===== config.mk =====
export PLATFORM = sky130hd
export DESIGN_NAME = dmem_arbiter
export DESIGN_NICKNAME = d
export VERILOG_FILES = /design/src/rtl/dmem_pkg.sv /design/src/rtl/rr_arb2.sv /design/src/rtl/dmem_arbiter.sv
export SDC_FILE = /design/constraint.sdc
export NUM_CORES = 1
export LEC_CHECK = 0
export CORE_MARGIN = 3
export CORE_UTILIZATION = 35
export DETAILED_ROUTE_END_ITERATION = 8
export PLACE_DENSITY_LB_ADDON = 0.2
export SYNTH_ARGS = -nofsm -noshare
export SYNTH_HDL_FRONTEND = slang
export SYNTH_HIERARCHICAL = 1
export SYNTH_SLANG_ARGS = --single-unit

===== constraint.sdc =====
create_clock -name clk -period 2.7 [get_ports clk]
set_clock_uncertainty 0.05 [all_clocks]
set_input_delay 0.405 -clock clk [delete_from_list [all_inputs] [get_ports clk]]
set_output_delay 0.405 -clock clk [all_outputs]
set_load 0.05 [all_outputs]

===== src/rtl/dmem_pkg.sv =====
// Shared types and defaults for the two-port dmem arbiter.
// Holds the lock FSM encoding and helpers that map lock state to allowed ports.
package dmem_pkg;

    localparam int DMEM_DWIDTH   = 32;
    localparam int DMEM_AWIDTH   = 14;
    localparam int DMEM_LOCK_MAX = 16;

    typedef logic port_idx_t;

    localparam port_idx_t PORT0 = 1'b0;
    localparam port_idx_t PORT1 = 1'b1;

    typedef enum logic [1:0] {
        UNLOCKED = 2'd0,
        LOCKED0  = 2'd1,
        LOCKED1  = 2'd2
    } lock_state_e;

    // Ports permitted to win arbitration in a given lock state (bit n = port n).
    function automatic logic [1:0] allow_mask(input lock_state_e st);
        case (st)
            LOCKED0: allow_mask = 2'b01;
            LOCKED1: allow_mask = 2'b10;
            default: allow_mask = 2'b11;
        endcase
    endfunction

    function automatic lock_state_e locked_state(input port_idx_t n);
        locked_state = (n == PORT1) ? LOCKED1 : LOCKED0;
    endfunction

endpackage


===== src/rtl/rr_arb2.sv =====
// Two-way round-robin grant: the prio port wins when eligible, otherwise the other port.
// Purely combinational; the caller owns the priority pointer.
module rr_arb2
    import dmem_pkg::*;
(
    input  logic [1:0] valid,
    input  logic [1:0] allow,
    input  port_idx_t  prio,
    output logic [1:0] gnt,
    output port_idx_t  gnt_idx,
    output logic       gnt_any
);

    logic [1:0] cand;

    // NOTE: every output gets a default before the if-chain so no path leaves
    // a value unassigned; that is what keeps this block free of latches.
    always_comb begin
        cand    = valid & allow;
        gnt     = 2'b00;
        gnt_idx = prio;
        gnt_any = 1'b0;
        if (cand[prio]) begin
            gnt[prio] = 1'b1;
            gnt_idx   = prio;
            gnt_any   = 1'b1;
        end else if (cand[~prio]) begin
            gnt[~prio] = 1'b1;
            gnt_idx    = ~prio;
            gnt_any    = 1'b1;
        end
    end

endmodule


===== src/rtl/dmem_arbiter.sv =====
// Shares a single-port dmem between the CPU LSU (port 0) and the debug loader (port 1).
// Round-robin with burst locking bounded by LOCK_MAX; responses are registered one cycle after accept.
module dmem_arbiter
    import dmem_pkg::*;
#(
    parameter int DWIDTH   = DMEM_DWIDTH,
    parameter int AWIDTH   = DMEM_AWIDTH,
    parameter int LOCK_MAX = DMEM_LOCK_MAX
) (
    input  logic                clk,
    input  logic                rst_n,

    input  logic                p0_req_valid,
    output logic                p0_req_ready,
    input  logic [DWIDTH/8-1:0] p0_wbe,
    input  logic [AWIDTH-1:0]   p0_addr,
    input  logic [DWIDTH-1:0]   p0_wdata,
    input  logic                p0_lock,
    output logic                p0_resp_valid,
    output logic [DWIDTH-1:0]   p0_rdata,

    input  logic                p1_req_valid,
    output logic                p1_req_ready,
    input  logic [DWIDTH/8-1:0] p1_wbe,
    input  logic [AWIDTH-1:0]   p1_addr,
    input  logic [DWIDTH-1:0]   p1_wdata,
    input  logic                p1_lock,
    output logic                p1_resp_valid,
    output logic [DWIDTH-1:0]   p1_rdata,

    output logic [DWIDTH/8-1:0] mem_wbe,
    output logic [AWIDTH-1:0]   mem_addr,
    output logic [DWIDTH-1:0]   mem_dataw,
    input  logic [DWIDTH-1:0]   mem_datar
);

    localparam int CW = $clog2(LOCK_MAX + 1);
    localparam logic [CW-1:0] CNT_LAST = CW'(LOCK_MAX - 1);

    lock_state_e   state_q, state_d;
    port_idx_t     prio_q, prio_d;
    logic [CW-1:0] cnt_q, cnt_d;

    logic [1:0]    gnt;
    logic [1:0]    acc;
    port_idx_t     gnt_idx;
    port_idx_t     sel;
    logic          gnt_any;
    logic          acc_any;
    logic          lock_sel;

    rr_arb2 u_rr_arb2 (
        .valid   ({p1_req_valid, p0_req_valid}),
        .allow   (allow_mask(state_q)),
        .prio    (prio_q),
        .gnt     (gnt),
        .gnt_idx (gnt_idx),
        .gnt_any (gnt_any)
    );

    // Handshakes are masked while in reset so neither requester sees a false accept.
    assign acc          = gnt & {2{rst_n}};
    assign acc_any      = gnt_any & rst_n;
    assign p0_req_ready = acc[0];
    assign p1_req_ready = acc[1];

    // Port 0 drives the memory bus when idle; writes only happen on a real accept.
    assign sel       = gnt_any ? gnt_idx : PORT0;
    assign mem_addr  = (sel == PORT1) ? p1_addr  : p0_addr;
    assign mem_dataw = (sel == PORT1) ? p1_wdata : p0_wdata;
    assign mem_wbe   = acc_any ? ((sel == PORT1) ? p1_wbe : p0_wbe) : '0;
    assign lock_sel  = (sel == PORT1) ? p1_lock : p0_lock;

    always_comb begin
        state_d = state_q;
        prio_d  = prio_q;
        cnt_d   = cnt_q;
        if (acc_any) begin
            case (state_q)
                UNLOCKED: begin
                    prio_d = ~sel;
                    // With LOCK_MAX of one a single grant already exhausts the burst.
                    if (lock_sel && (LOCK_MAX > 1)) begin
                        state_d = locked_state(sel);
                        cnt_d   = CW'(1);
                    end
                end
                LOCKED0, LOCKED1: begin
                    if (!lock_sel || (cnt_q == CNT_LAST)) begin
                        state_d = UNLOCKED;
                        prio_d  = ~sel;
                        cnt_d   = '0;
                    end else begin
                        cnt_d = cnt_q + CW'(1);
                    end
                end
                default: begin
                    state_d = UNLOCKED;
                    cnt_d   = '0;
                end
            endcase
        end
    end

    // NOTE: state registers use non-blocking assignments so every flop samples
    // the pre-edge values, independent of the order the blocks are evaluated.
    always_ff @(posedge clk or negedge rst_n) begin
        if (!rst_n) begin
            state_q <= UNLOCKED;
            prio_q  <= PORT0;
            cnt_q   <= '0;
        end else begin
            state_q <= state_d;
            prio_q  <= prio_d;
            cnt_q   <= cnt_d;
        end
    end

    // mem_datar is the pre-edge word, so a write response returns the old contents.
    always_ff @(posedge clk or negedge rst_n) begin
        if (!rst_n) begin
            p0_resp_valid <= 1'b0;
            p1_resp_valid <= 1'b0;
            p0_rdata      <= '0;
            p1_rdata      <= '0;
        end else begin
            p0_resp_valid <= acc[0];
            p1_resp_valid <= acc[1];
            if (acc[0]) p0_rdata <= mem_datar;
            if (acc[1]) p1_rdata <= mem_datar;
        end
    end

endmodule


* Word-level counts from Yosys, hierarchy flattened *
Cells that the tools add are included.

word-level totals
  bits in latches = 0
  bits of input ports = 138
  ROM bits = 0
  RAM bits = 0
  memories = 0
  bits in registers = 74
  logic and storage cells = 62

cells by class
  mux-type cells = 30
  div/mod/pow operators = 0
  order comparisons = 4
  $mul = 0
  $add $sub $neg = 1
  shift-type cells = 0
  bitwise gates (word level) = 5
  eq/ne operators = 5
  reductions and logical operators = 10

operators by type and width
  cell                                                        count
  two-way mux 32 bit                                          1
  two-way mux 14 bit                                          1
  two-way mux 1 bit                                           13
  two-way mux 2 bit                                           5
  two-way mux 5 bit                                           2
  case mux 5 bit (2 select lines)                             1
  two-way mux 4 bit                                           2
  case mux 2 bit (2 select lines)                             2
  AND reduction 3 bit                                         2
  adder 5 x 1 -> 5 bit, second input constant                 1
  equality test 5 x 4 -> 1 bit, second input constant         1
  AND 2 bit                                                   2
  less-than comparator 1 x 2 -> 1 bit, second input constant  2
  != test 2 bit, second input constant                        2
  demux 1 bit (select 1 bit)                                  2
  equality test 2 x 1 -> 1 bit, second input constant         1
  equality test 2 bit, second input constant                  1
  greater-or-equal comparator 1 bit, second input constant    2
  logical AND 1 bit                                           2
  logical NOT 2 bit                                           1
  inverter 1 bit                                              2
  case mux 1 bit (2 select lines)                             1
  AND reduction 2 bit                                         1
  nonzero test 2 bit                                          1
  4 further kinds                                             4

* Logic depth before layout (Yosys ltp) *
  depth in word-level cells = 13
  gate-level depth with buffers = 10

* Modules after synthesis *
Netlist, hierarchy kept.

by module, submodules not included
  module        cells an instance  times used  area each (sq um)  seq. area each (sq um)
  dmem_arbiter  259                1           3,572.2            1,851.8
  rr_arb2       7                  1           43.8               0.0

* Worst setup path before layout *
No wires, ideal clock.

  kind = flip-flop to output port
  start point = reg state_q[1]
  end point = out mem_dataw[10]
  arrival = 2.192 ns
  cell stages (with the launch flop) = 11
  slack = 0.053 ns
  path buffers = 3
  data required time = 2.245 ns
  cells stage by stage = dfrtp_1 > inv_1 > ha_1 > inv_1 > and2_4 > maj3_2 > buf_6 > nand2_1 > buf_4 > buf_2 > mux2_1

between the ends
  longest elaborated chain between the ends = 9
  elaborated cells on any way between the ends = 14
  classes of those cells = 2 x eq/ne; 11 x mux; 1 x bitwise

RTL lines
  item                                                                        line                 source
  start, declared                                                             dmem_arbiter.sv:40   lock_state_e state_q, state_d;
  start signal, assigned                                                      dmem_arbiter.sv:113  state_q <= state_d;
  equality test 2 bit / equality test 2 x 1 -> 1 bit (equally long branches)  dmem_pkg.sv:22       case (st)
  case mux 2 bit (2 select lines) (*)                                         dmem_pkg.sv:22
  AND 2 bit (*)                                                               rr_arb2.sv:19        cand = valid & allow;
  two-way mux 1 bit (not written as such) (2 in a row)                        rr_arb2.sv:27        end else if (cand[~prio]) begin
  two-way mux 1 bit                                                           rr_arb2.sv:27
  two-way mux 1 bit (*)                                                       rr_arb2.sv:23        if (cand[prio]) begin
  via gnt_idx                                                                 dmem_arbiter.sv:46   port_idx_t gnt_idx;
  two-way mux 1 bit (*)                                                       dmem_arbiter.sv:68   assign sel = gnt_any ? gnt_idx : PORT0;
  two-way mux 32 bit (*)                                                      dmem_arbiter.sv:70   assign mem_dataw = (sel == PORT1) ? p1_wdata : p0_wdata;
  end, declared                                                               dmem_arbiter.sv:33   output logic [DWIDTH-1:0] mem_dataw,

Mark *: on every way through the listed nets, which the timed path passes. The rest lies on a longest branch. The select of a mux whose other input is x is not followed.

* Worst setup path after layout *
  start point = reg state_q[1]
  end point = out mem_dataw[12]

The elaborated chain is that of the path after synthesis.

==> out/metrics.cfg <==
[final_layout]
register_area_um2 = 1850
fillCellCount = 672
fin_util_pct = 71.6
final_cells = 683
fin_nets = 689
syn_to_final_growth_pct = 96.2
drive_gt1_share_pct = 26.9
multi_input_area_um2 = 1860
n_antenna_cell = 0

[sta]
rsz0062_at_grt = yes
relSlewSlack_pct = 46.5
final_max_slew_viol_count = 0
fin_crit_sh_pct = 104
holdWs_ps = 399
setup_slack_ps = -104
worst_slew_pin_slew_ps = 802
timing.fmax_ghz = 0.357
finalSetupViolations = 46
finalHoldViolCount = 0
layout_min_cycle_time_ps = 2800

[worst_setup_path]
worst_ep_required_time_ps = 2250
path_delay_family = adder cells
worstPathMaxFanout = 8
crit_path_top_delay_cell = dfrtp_1
r2r_end = prio_q$_DFFE_PN0P_
crit_top_cell = inv_2
r2r-start = state_q[1]$_DFFE_PN0P_
slowest_delay_ps = 430
ff2ff_setup_slack_ps = 380
r2r_cells = 10
cp_num_cells = 9
crit_chain = inv_2 -> ha_4 -> inv_2 -> and2_4 -> maj3_2 -> nand2_8 -> clkbuf_16 -> mux2_4 -> buf_6
cp-end-kind = primary output
critPathBufInv = 4
crit_arrival_ps = 2350
cp-start-kind = flop
crit_type = flop to primary output

[synthesis]
synth-simple-area-share_pct = 3.98
synth_flop_cell = dfrtp_1
synth-seq-area-share_pct = 51.2
synth_compound_area_share_pct = 3.53
synth-xor-area-share_pct = 0
syn_nets = 410
synth-warning-count = 6
synth_enable_flop_cells = 0
ys_ff_latch = 74
postSynthCellCount = 266
synth_top_family_by_area = multiplexers
syn_area_um2 = 3620
synth_fa_ha_area_share_pct = 2.39
syn_area_per_cell_um2 = 13.6
yosysTopAreaCellShare_pct = 51.2
yosysTopAreaCell = dfrtp_1
muxShareOfSynthArea_pct = 36.1
synth.area.top_cells = dfrtp_1, mux2_1, ha_1, buf_2, mux2i_1
synth.distinct_cells = 29
synthArstFlopShare_pct = 100

[route]
dr.pass1.iters = 4
ant_nets = 0
via_per_inst = 4.82
drt_iter0_drc = 141
drc = 0
wl_per_cell_um = 20.1
routed_wl_um = 13700
vias = 3295

[die]
num_rows = 36
die_h_um = 108
core_um2 = 9910
die_w_um = 108
dieArea_um2 = 11600
ios = 256
initial_core_util_pct = 36.5

[global_route]
grt_pass1_vias = 3429
grtUsageTotal_pct = 21.5
grt_max_degree = 67
grt_pass1_wl_um = 18800
antenna_found_initial = 0
overflow = 0

[power_and_ir_drop]
p_leak_nw = 3.13
power_density_nw_per_um2 = 1280
ir_drop_mv = 0.944

[clock_tree]
cts_tree = built
clock_path_buffers = 2
path_clk_slew_ps = 80
clock-sinks = 74
clock_latency_ps = 340
cts_root_buf = clkbuf_8
cts_inserted_buffers = 9
htree_levels = 3

[placed_design]
globalplace.congestion = 0.779
portBuffers = 255
dp_cells = 653
hpwl_um = 9970

[run_status]
outcome = complete, but fails checks
violations = negative setup slack

[job]
maxCapViolations = 0

[min_path]
hp-class = primary input to asynchronous set/reset pin

[layout by cell type (no fill, tap or decap), drive strengths merged, types with 2 or more instances in the layout]
cell type	count
clkbuf	15
nand2	13
clkdlybuf4s50	202
dfrtp	74
ha	6
and3	2
clkinv	2
nor2	5
inv	9
nand3	3
nand2b	2
buf	74
a21oi	6
a2111oi	2
o21ai	5
mux2i	5
mux2	111
[logic make-up (layout without fill, tap and decap cells)]
| group | after synthesis | in the layout |
|---|---|---|
| buffers and inverters | 21 | 305 |
| AND/OR/NAND/NOR | 30 | 30 |
| flip-flops | 74 | 74 |
| AO/OA/AOI/OAI | 18 | 18 |
| adder cells (fa/ha/maj) | 7 | 7 |
| multiplexers | 116 | 116 |
[how the worst max path moves through the flow]
stage                           startpoint       endpoint  slack [ps]
floorplan           state_q[1]$_DFFE_PN0P_  mem_dataw[10]          50
global placement              p1_req_valid  mem_dataw[22]          80
CTS                 state_q[1]$_DFFE_PN0P_  mem_dataw[21]        -100
finish              state_q[1]$_DFFE_PN0P_  mem_dataw[12]        -100
global route        state_q[1]$_DFFE_PN0P_  mem_dataw[12]        -190
detailed placement            p1_req_valid    mem_addr[0]          50
[power by group]
part           leakage (nW)  switching [mW]  internal (mW)
Combinational          2.15            3.78           2.51
Sequential            0.882           0.291           1.64
Clock                0.0966           0.396          0.453
Total                  3.13            4.47           4.60
[flip-flops by register name, indices dropped and copies added, names as in the netlist]
| name | count |
|---|---|
| p0_rdata | 32 |
| p1_rdata | 32 |
| cnt_q | 5 |
| state_q | 2 |
| p0_resp_valid | 1 |
| p1_resp_valid | 1 |
| prio_q | 1 |
[stage by stage]
| stage | area [µm²] | worst slack (ps) | power [mW] | setup TNS, ps |
|---|---|---|---|---|
| floorplan | 3620 | 52.9 | 5.51 | 0 |
| global placement | 6320 | 83.1 | 7.43 | 0 |
| detailed placement | 6320 | 53.1 | 7.52 | 0 |
| CTS | 6870 | -96.8 | 8.79 | -2990 |
| global route | 7090 | -185 | 9.45 | -7080 |
| finish | 7090 | -104 | 9.07 | -3210 |
[metal layers]
| metal | up-vias | GRT usage (%) | routed length (µm) |
|---|---|---|---|
| li1 | 1513 | - | - |
| met1 | 1602 | 22.3 | 4770 |
| met2 | 151 | 39.1 | 7270 |
| met3 | 29 | 7.20 | 1180 |
| met4 | 0 | 9.56 | 512 |
| met5 | - | 0 | 0 |
[synthesized netlist by cell type (2+ instances only)]
cell and n:
o21ai_1 5, mux2i_1 5, dfrtp_1 74, inv_1 9
nor2_1 5, nand3_1 3, a21oi_1 5, a2111oi_2 2
buf_2 10, mux2_1 110, ha_1 6, nand2b_1 2
nand2_1 13, and3_1 2
[cell type report]
type | instances | area share [%]
clock buffer | 12 | 2.05
inverter | 9 | 0.476
sequential | 74 | 26.1
timing repair buffer | 280 | 42.1
multi-input combinational | 171 | 26.2
tap | 133 | 2.35
clock inverter | 4 | 0.723
[what timing repair did]
| item | CTS | global route |
|---|---|---|
| pin swaps | 0 | 1 |
| hold endpoints to repair | 8 | 0 |
| gates cloned | 2 | 4 |
| buffers inserted | 6 | 2 |
| resized for setup | 68 | 43 |
| hold buffers | 1 | 0 |
| endpoints found under the setup margin | 46 | 49 |
[worst register-to-register path: stages (launching register included)]
cell and delay, ps:
dfrtp_1 430, inv_2 100, ha_4 130, inv_2 30, and2_4 130, maj3_2 360, buf_4 210, nand3_1 130
a21oi_2 70, nor3_1 250, mux2_4 330
Note: power is estimated with default switching activity, not from simulation.
